File: src/rtl/uart_rx_cfg_pkg.sv
// Shared definitions for the configurable UART receiver: parity modes,
// receiver FSM states and small bit-level helpers.
package uart_rx_cfg_pkg;

  localparam int unsigned PAR_NONE = 0;
  localparam int unsigned PAR_EVEN = 1;
  localparam int unsigned PAR_ODD  = 2;

  typedef enum logic [2:0] {
    ST_IDLE     = 3'd0,
    ST_START    = 3'd1,
    ST_DATA     = 3'd2,
    ST_PARITY   = 3'd3,
    ST_STOP     = 3'd4,
    ST_BRK_WAIT = 3'd5
  } rxState_t;

  function automatic logic majority3(input logic a, input logic b, input logic c);
    return (a & b) | (a & c) | (b & c);
  endfunction

  // xorAll is the XOR of every data bit and the received parity bit
  function automatic logic parity_err(input int unsigned mode, input logic xorAll);
    if (mode == PAR_EVEN) return xorAll;
    if (mode == PAR_ODD)  return ~xorAll;
    return 1'b0;
  endfunction

endpackage

File: src/rtl/uart_rx_sampler.sv
// Input conditioning for the UART receiver: 2-FF synchroniser on the raw
// line and a 3-sample majority vote around the bit centre.
module uart_rx_sampler
  import uart_rx_cfg_pkg::*;
#(
  parameter int unsigned CLKS_PER_BIT = 217,
  parameter int unsigned CNT_W        = $clog2(CLKS_PER_BIT)
) (
  input  logic             i_clk,
  input  logic             i_rst_n,
  input  logic             i_rx,
  input  logic [CNT_W-1:0] i_bitCnt,
  output logic             o_syncRx,
  output logic             o_bitVal
);

  localparam int unsigned      CENTRE     = (CLKS_PER_BIT - 1) / 2;
  localparam logic [CNT_W-1:0] PRE_CENTRE = CNT_W'(CENTRE - 1);

  logic sync1;
  logic sync2;
  logic earlySample;

  // Two-stage synchroniser, idle-high after reset
  always_ff @(posedge i_clk or negedge i_rst_n) begin
    if (!i_rst_n) begin
      sync1 <= 1'b1;
      sync2 <= 1'b1;
    end else begin
      sync1 <= i_rx;
      sync2 <= sync1;
    end
  end

  // Hold the sample taken one clock before the bit centre
  always_ff @(posedge i_clk or negedge i_rst_n) begin
    if (!i_rst_n) begin
      earlySample <= 1'b1;
    end else if (i_bitCnt == PRE_CENTRE) begin
      earlySample <= sync2;
    end
  end

  assign o_syncRx = sync2;
  // sync1 already holds the value sync2 shows on the next clock, so the
  // C+1 sample is available at the centre and the vote lands at C.
  assign o_bitVal = majority3(earlySample, sync2, sync1);

endmodule

File: src/rtl/uart_rx_cfg.sv
// Configurable UART receiver: 5..9 data bits, optional even/odd parity,
// 1 or 2 stop bits, majority-voted sampling, parity/framing/break flags.
module uart_rx_cfg
  import uart_rx_cfg_pkg::*;
#(
  parameter int unsigned CLKS_PER_BIT  = 217,
  parameter int unsigned NUM_DATA_BITS = 8,
  parameter int unsigned PARITY_MODE   = 0,
  parameter int unsigned NUM_STOP_BITS = 1
) (
  input  logic                     i_clk,
  input  logic                     i_rst_n,
  input  logic                     i_rx,
  output logic                     o_rxcFlag,
  output logic [NUM_DATA_BITS-1:0] o_rxByte,
  output logic                     o_parityErr,
  output logic                     o_frameErr,
  output logic                     o_break,
  output logic                     o_busy
);

  localparam int unsigned      CNT_W      = $clog2(CLKS_PER_BIT);
  localparam int unsigned      IDX_W      = $clog2(NUM_DATA_BITS + 1);
  localparam int unsigned      CENTRE     = (CLKS_PER_BIT - 1) / 2;
  localparam logic [CNT_W-1:0] CNT_CENTRE = CNT_W'(CENTRE);
  localparam logic [CNT_W-1:0] CNT_LAST   = CNT_W'(CLKS_PER_BIT - 1);
  localparam logic [IDX_W-1:0] IDX_LAST   = IDX_W'(NUM_DATA_BITS - 1);
  localparam logic             STOP_LAST  = 1'(NUM_STOP_BITS - 1);
  localparam bit               HAS_PARITY = (PARITY_MODE != PAR_NONE);

  rxState_t                 state;
  rxState_t                 stateNext;
  logic [CNT_W-1:0]         bitCnt;
  logic [IDX_W-1:0]         bitIdx;
  logic [NUM_DATA_BITS-1:0] shReg;
  logic                     stopIdx;
  logic                     allZero;
  logic                     frameErrAcc;
  logic                     parErrAcc;
  logic                     syncRx;
  logic                     bitVal;
  logic                     atCentre;
  logic                     startOk;
  logic                     shiftEn;
  logic                     parEn;
  logic                     stopEn;
  logic                     frameDone;
  logic                     brkNow;
  logic                     frameNow;

  uart_rx_sampler #(
    .CLKS_PER_BIT (CLKS_PER_BIT),
    .CNT_W        (CNT_W)
  ) u_sampler (
    .i_clk    (i_clk),
    .i_rst_n  (i_rst_n),
    .i_rx     (i_rx),
    .i_bitCnt (bitCnt),
    .o_syncRx (syncRx),
    .o_bitVal (bitVal)
  );

  assign atCentre = (bitCnt == CNT_CENTRE);
  assign o_busy   = (state != ST_IDLE) && (state != ST_START);

  // Break needs every data/parity bit and the first stop bit low; for one
  // stop bit that first stop bit is the one being voted right now.
  assign brkNow   = allZero & (stopIdx | ~bitVal);
  assign frameNow = frameErrAcc | ~bitVal;

  // FSM state register
  always_ff @(posedge i_clk or negedge i_rst_n) begin
    if (!i_rst_n) state <= ST_IDLE;
    else          state <= stateNext;
  end

  // Next-state and per-bit strobes
  always_comb begin
    stateNext = state;
    startOk   = 1'b0;
    shiftEn   = 1'b0;
    parEn     = 1'b0;
    stopEn    = 1'b0;
    frameDone = 1'b0;
    case (state)
      ST_IDLE: begin
        if (!syncRx) stateNext = ST_START;
      end
      ST_START: begin
        if (atCentre) begin
          if (!bitVal) begin
            startOk   = 1'b1;
            stateNext = ST_DATA;
          end else begin
            stateNext = ST_IDLE;
          end
        end
      end
      ST_DATA: begin
        if (atCentre) begin
          shiftEn = 1'b1;
          if (bitIdx == IDX_LAST) stateNext = HAS_PARITY ? ST_PARITY : ST_STOP;
        end
      end
      ST_PARITY: begin
        if (atCentre) begin
          parEn     = 1'b1;
          stateNext = ST_STOP;
        end
      end
      ST_STOP: begin
        if (atCentre) begin
          stopEn = 1'b1;
          if (stopIdx == STOP_LAST) begin
            frameDone = 1'b1;
            stateNext = bitVal ? ST_IDLE : ST_BRK_WAIT;
          end
        end
      end
      ST_BRK_WAIT: begin
        if (syncRx) stateNext = ST_IDLE;
      end
      default: stateNext = ST_IDLE;
    endcase
  end

  // Bit-period counter; the IDLE cycle that sees the start edge counts as
  // position 0, so START begins at 1 and bitCnt lines up with line time.
  always_ff @(posedge i_clk or negedge i_rst_n) begin
    if (!i_rst_n) begin
      bitCnt <= '0;
    end else if (state == ST_IDLE) begin
      bitCnt <= syncRx ? '0 : CNT_W'(1);
    end else if (bitCnt == CNT_LAST) begin
      bitCnt <= '0;
    end else begin
      bitCnt <= bitCnt + CNT_W'(1);
    end
  end

  // Frame accumulation: shift register, bit/stop indices, error tracking
  always_ff @(posedge i_clk or negedge i_rst_n) begin
    if (!i_rst_n) begin
      bitIdx      <= '0;
      shReg       <= '0;
      stopIdx     <= 1'b0;
      allZero     <= 1'b0;
      frameErrAcc <= 1'b0;
      parErrAcc   <= 1'b0;
    end else begin
      if (startOk) begin
        bitIdx      <= '0;
        stopIdx     <= 1'b0;
        allZero     <= 1'b1;
        frameErrAcc <= 1'b0;
        parErrAcc   <= 1'b0;
      end
      if (shiftEn) begin
        shReg   <= {bitVal, shReg[NUM_DATA_BITS-1:1]};
        bitIdx  <= bitIdx + IDX_W'(1);
        allZero <= allZero & ~bitVal;
      end
      if (parEn) begin
        parErrAcc <= parity_err(PARITY_MODE, (^shReg) ^ bitVal);
        allZero   <= allZero & ~bitVal;
      end
      if (stopEn) begin
        stopIdx     <= 1'b1;
        frameErrAcc <= frameNow;
        if (!stopIdx) allZero <= allZero & ~bitVal;
      end
    end
  end

  // Output registers, updated once per frame at the last stop-bit centre
  always_ff @(posedge i_clk or negedge i_rst_n) begin
    if (!i_rst_n) begin
      o_rxcFlag   <= 1'b0;
      o_rxByte    <= '0;
      o_parityErr <= 1'b0;
      o_frameErr  <= 1'b0;
      o_break     <= 1'b0;
    end else begin
      o_rxcFlag <= frameDone;
      if (frameDone) begin
        o_rxByte    <= brkNow ? '0 : shReg;
        o_parityErr <= parErrAcc;
        o_frameErr  <= frameNow | brkNow;
        o_break     <= brkNow;
      end
    end
  end

endmodule

File: config.mk
export PLATFORM = sky130hd
export DESIGN_NAME = uart_rx_cfg
export DESIGN_NICKNAME = d
export VERILOG_FILES = /design/src/rtl/uart_rx_cfg_pkg.sv /design/src/rtl/uart_rx_sampler.sv /design/src/rtl/uart_rx_cfg.sv
export SDC_FILE = /design/constraint.sdc
export NUM_CORES = 1
export LEC_CHECK = 0
export CAP_MARGIN = 40
export CORE_MARGIN = 5
export CORE_UTILIZATION = 45
export CTS_BUF_LIST = sky130_fd_sc_hd__clkbuf_4
export CTS_CLUSTER_SIZE = 28
export DETAILED_ROUTE_END_ITERATION = 6
export PLACE_DENSITY = 0.62
export SYNTH_ARGS = -nofsm -noshare
export SYNTH_HDL_FRONTEND = slang
export SYNTH_HIERARCHICAL = 1
export SYNTH_SLANG_ARGS = --single-unit
File: constraint.sdc
create_clock -name i_clk -period 2.2 [get_ports i_clk]
set_clock_uncertainty 0.1 [all_clocks]
set_input_delay 0.55 -clock i_clk [delete_from_list [all_inputs] [get_ports i_clk]]
set_output_delay 0.55 -clock i_clk [all_outputs]
set_load 0.02 [all_outputs]
==> flow_summary_export.csv, run 1 <==
group,metric,value,unit
run_status,status,"finished clean",
critical_path,slowest_stage,"clkdlybuf4s50_1",
synth,ys_async_sr_fraction,1.00,
routing,top_layer_used,"met4",
synth,synth_edf_count,0,
grt,grt.total_usage,0.140,
routing,vias,1392,
sta,relSlewSlack,0.664,
clocking,cts_root_buf,"clkbuf_4",
routing,routed_wl,3980,um
clocking,worstSkewPairLatency,0.34,ns
sta,grt_setup_unrepaired,"false",
synth,synthFlopType,"dfrtp_1",
sta,setup_viol_count_final,0,
sta,max_freq,505,MHz
synth,yosysSeqAreaShare,0.483,
placement,dpl.hpwl,2770,um
grt,antenna_found_initial,0,
critical_path,critPathMaxFanout,2,
floorplanning,die_w,78.0,um
synth,yosysTopAreaCell,"dfrtp_1",
critical_path,max_stage_delay,0.60,ns
sta,tightest_slew,0.504,ns
final_layout,design_area,2380,sq um
grt,grt_max_degree,41,
power,ir_drop,0.227,mV
clocking,post_cts_buffers,0,
sta,drv_slew,0,
routing,wl_met3,196,um
placement,routabilityCongestion,0.751,
synth,synth_area_leaders,"dfrtp_1, mux2_4, dfstp_2",
clocking,cts.path.max_buffers,2,
sta,min_period,1.98,ns
floorplanning,fp-row-count,24,
critical_path,startpoint_type,"register",
critical_path,arrival,1.33,ns
synth,synth_top_area_share,0.445,
routing,ant_nets,0,
critical_path,path_class,"reg2out",
synth,yosysWarningCount,6,
critical_path,critPathBufInv,1,
floorplanning,coreArea,4410,sq um
final_layout,antenna_cells,0,
critical_path,cp_top_family,"buffers and inverters",
critical_path,r2r_setup_slack,0.30,ns
critical_path,cp_cell_sequence,"clkdlybuf4s50_1",
synth,synth_seq_cells,40,
placement,dp_cells,236,
floorplanning,die_y,78.0,um
placement,place_area,2280,sq um
routing,routed_via_density,5.73,
floorplanning,die-area,6090,sq um
clocking,cts_sinks,40,
final_layout,area_growth_syn_to_layout,14.2,%
sta,finalHoldViolCount,0,
final_layout,layout.cells.non_filler,243,
final_layout,nets,197,
floorplanning,num_io_pins,16,
routing,wl_met1,1770,um
synth,synth_cell_types,50,
sta,min_period_over_period,0.900,
routing,drt_pass1_iterations,4,
grt,gr-total-overflow,0,
clocking,cts_tree,"yes",
synth,synth_area_per_cell,12.2,sq um
sta,setup_tns,0,ns
final_layout,drive_above_1_share,0.220,
clocking,clk_pin_slew,0.13,ns
grt,grt_pass1_vias,1443,
routing,drc,0,
grt,grt_pass1_wl,6930,um
power,finalPower,1.35,mW
hold_path,min_path_type,"in2async",
routing,wl_met2,1950,um
routing,drtIter0Drc,71,
synth,synth_cells,171,
routing,avgRoutedWirePerCell,16.4,um
clocking,cts_hold_buffers,0,
placement,place_worst_setup_slack,0.293,ns
synth,netlist_area,2080,sq um
sta,worst_slack,0.221,ns
synth,synth_nets,177,
placement,io_buffers,14,
job,cap_violations,0,
clocking,numCtsBuffers,5,
critical_path,crit_path_end_kind,"primary output",
clocking,cts_max_level,2,
critical_path,cp.required,1.55,ns
power,cellPowerDensity,569,nW/um^2
power,leakagePower,1.08,nW
floorplanning,start_util,0.472,
-- metrics by stage --
stage,hold slack [ns],util
6_report,0.155,0.539
5_1_grt,0.180,0.539
4_1_cts,0.161,0.539
3_5_place_dp,0.265,0.517
3_3_place_gp,0.260,0.517
2_1_floorplan,0.154,-
-- cells in the final DEF, fill, tap and decap left out, types with 2 or more instances in the layout --
cell and n:
o211ai_1 4, and4bb_1 2, a21oi_1 6, nand2b_1 4, clkbuf_4 5, dfstp_2 3
o21ai_0 2, nand2_1 5, nor3b_1 2, o31ai_1 3, o2111ai_1 2, nand3_2 3
nor2_1 5, nand4_1 2, buf_4 9, ha_1 3, nor2b_1 5, a21boi_0 8
clkdlybuf4s50_1 12, bufinv_16 2, xnor2_1 2, mux2_4 16, xor2_1 3, o22ai_1 3
or3_1 5, nand3_1 4, dfrtp_1 37, mux2_1 3, inv_1 8
-- area by class of cell --
type                            instances  area, sq um
Clock buffer                            5         37.5
Clock inverter                          2         60.1
Fill cell                             386         2040
Inverter                                8         30.0
Multi-Input combinational cell        113          978
Sequential cell                        40         1000
Tap cell                               52         65.1
Timing Repair Buffer                   23          201
-- worst reg2reg max path, delay by kind of cell (launching register included) --
kind	cells	cell delay (ns)
adder cells (fa/ha/maj)	1	0.34
flip-flops	1	0.41
AND/OR/NAND/NOR	1	0.40
AO/OA/AOI/OAI	1	0.39
multiplexers	1	0.14
-- sequential cells by signal (all words and copies together) (netlist names) --
signal,count
o_rxcFlag,1
u_sampler/earlySample,1
bitCnt,8
u_sampler/sync1,1
o_frameErr,1
shReg,8
o_rxByte,8
bitIdx,4
stopIdx,1
state,3
frameErrAcc,1
u_sampler/o_syncRx,1
allZero,1
o_break,1
-- metal layers --
metal  vias to the layer above  global-route usage
met5                         -                   0
met4                         0              0.0456
met3                         7              0.0366
met2                        37               0.231
met1                       692               0.179
li1                        656                   -
-- kinds of logic after synthesis --
family / synth area share
compound gates: 0.130
xor+xnor: 0.0210
fa+ha+maj: 0.0228
buf+inv: 0.0475
flops: 0.483
mux: 0.136
other cells: 0.00180
simple gates: 0.157
-- power by group --
part	internal, mW	leakage [nW]	switching [mW]	total, mW
registers	0.739	0.529	0.00199	0.741
logic	0.00742	0.499	0.0236	0.0310
clock network	0.348	0.0513	0.234	0.582
-- cells in the mapped netlist, types with 2 or more instances --
cell       number
a21oi_1         6
o211ai_1        4
and4bb_1        2
nor2_1          5
nand4_1         2
nor2b_1         5
nand3_2         3
o21ai_0         2
dfrtp_1        37
buf_6           2
nand2b_1        4
nand2_1         5
o31ai_1         3
a21boi_0        8
o2111ai_1       2
dfstp_2         3
mux2_4         16
xor2_1          3
ha_1            3
buf_4           3
or3_1           5
nor3b_1         2
buf_2           4
nand3_1         4
inv_1           8
o22ai_1         3
xnor2_1         2
mux2_1          3
-- worst paths after layout --
| check | startpoint | end | depth (start not counted) |
|---|---|---|---|
| worst max-delay path | o_break | o_break | 1 |
| worst min-delay path | i_rst_n | shReg[0] | 2 |
| worst max register to register | u_sampler/o_syncRx | bitIdx[0] | 4 |
| worst min register to register | u_sampler/sync1 | u_sampler/o_syncRx | 0 |
| max in group asynchronous | i_rst_n | u_sampler/o_syncRx | 2 |
| min in group i_clk | u_sampler/sync1 | u_sampler/o_syncRx | 0 |
-- what timing repair did --
item	CTS	global route
setup endpoints to repair	1	0
endpoints found under the hold margin	0	0
resized for setup	1	0
No activity file was read; power rests on OpenSTA's default activity.
==> run 2: changes to the inputs <==
--- a/config.mk
+++ b/config.mk
@@ -11,6 +11,7 @@
 export CTS_BUF_LIST = sky130_fd_sc_hd__clkbuf_4
 export CTS_CLUSTER_SIZE = 28
 export DETAILED_ROUTE_END_ITERATION = 6
+export GPL_ROUTABILITY_DRIVEN = 0
 export PLACE_DENSITY = 0.62
 export SYNTH_ARGS = -nofsm -noshare
 export SYNTH_HDL_FRONTEND = slang
==> results of run 2 <==
Same layout as run 1: the final DEF is identical, and so are final timing and power.
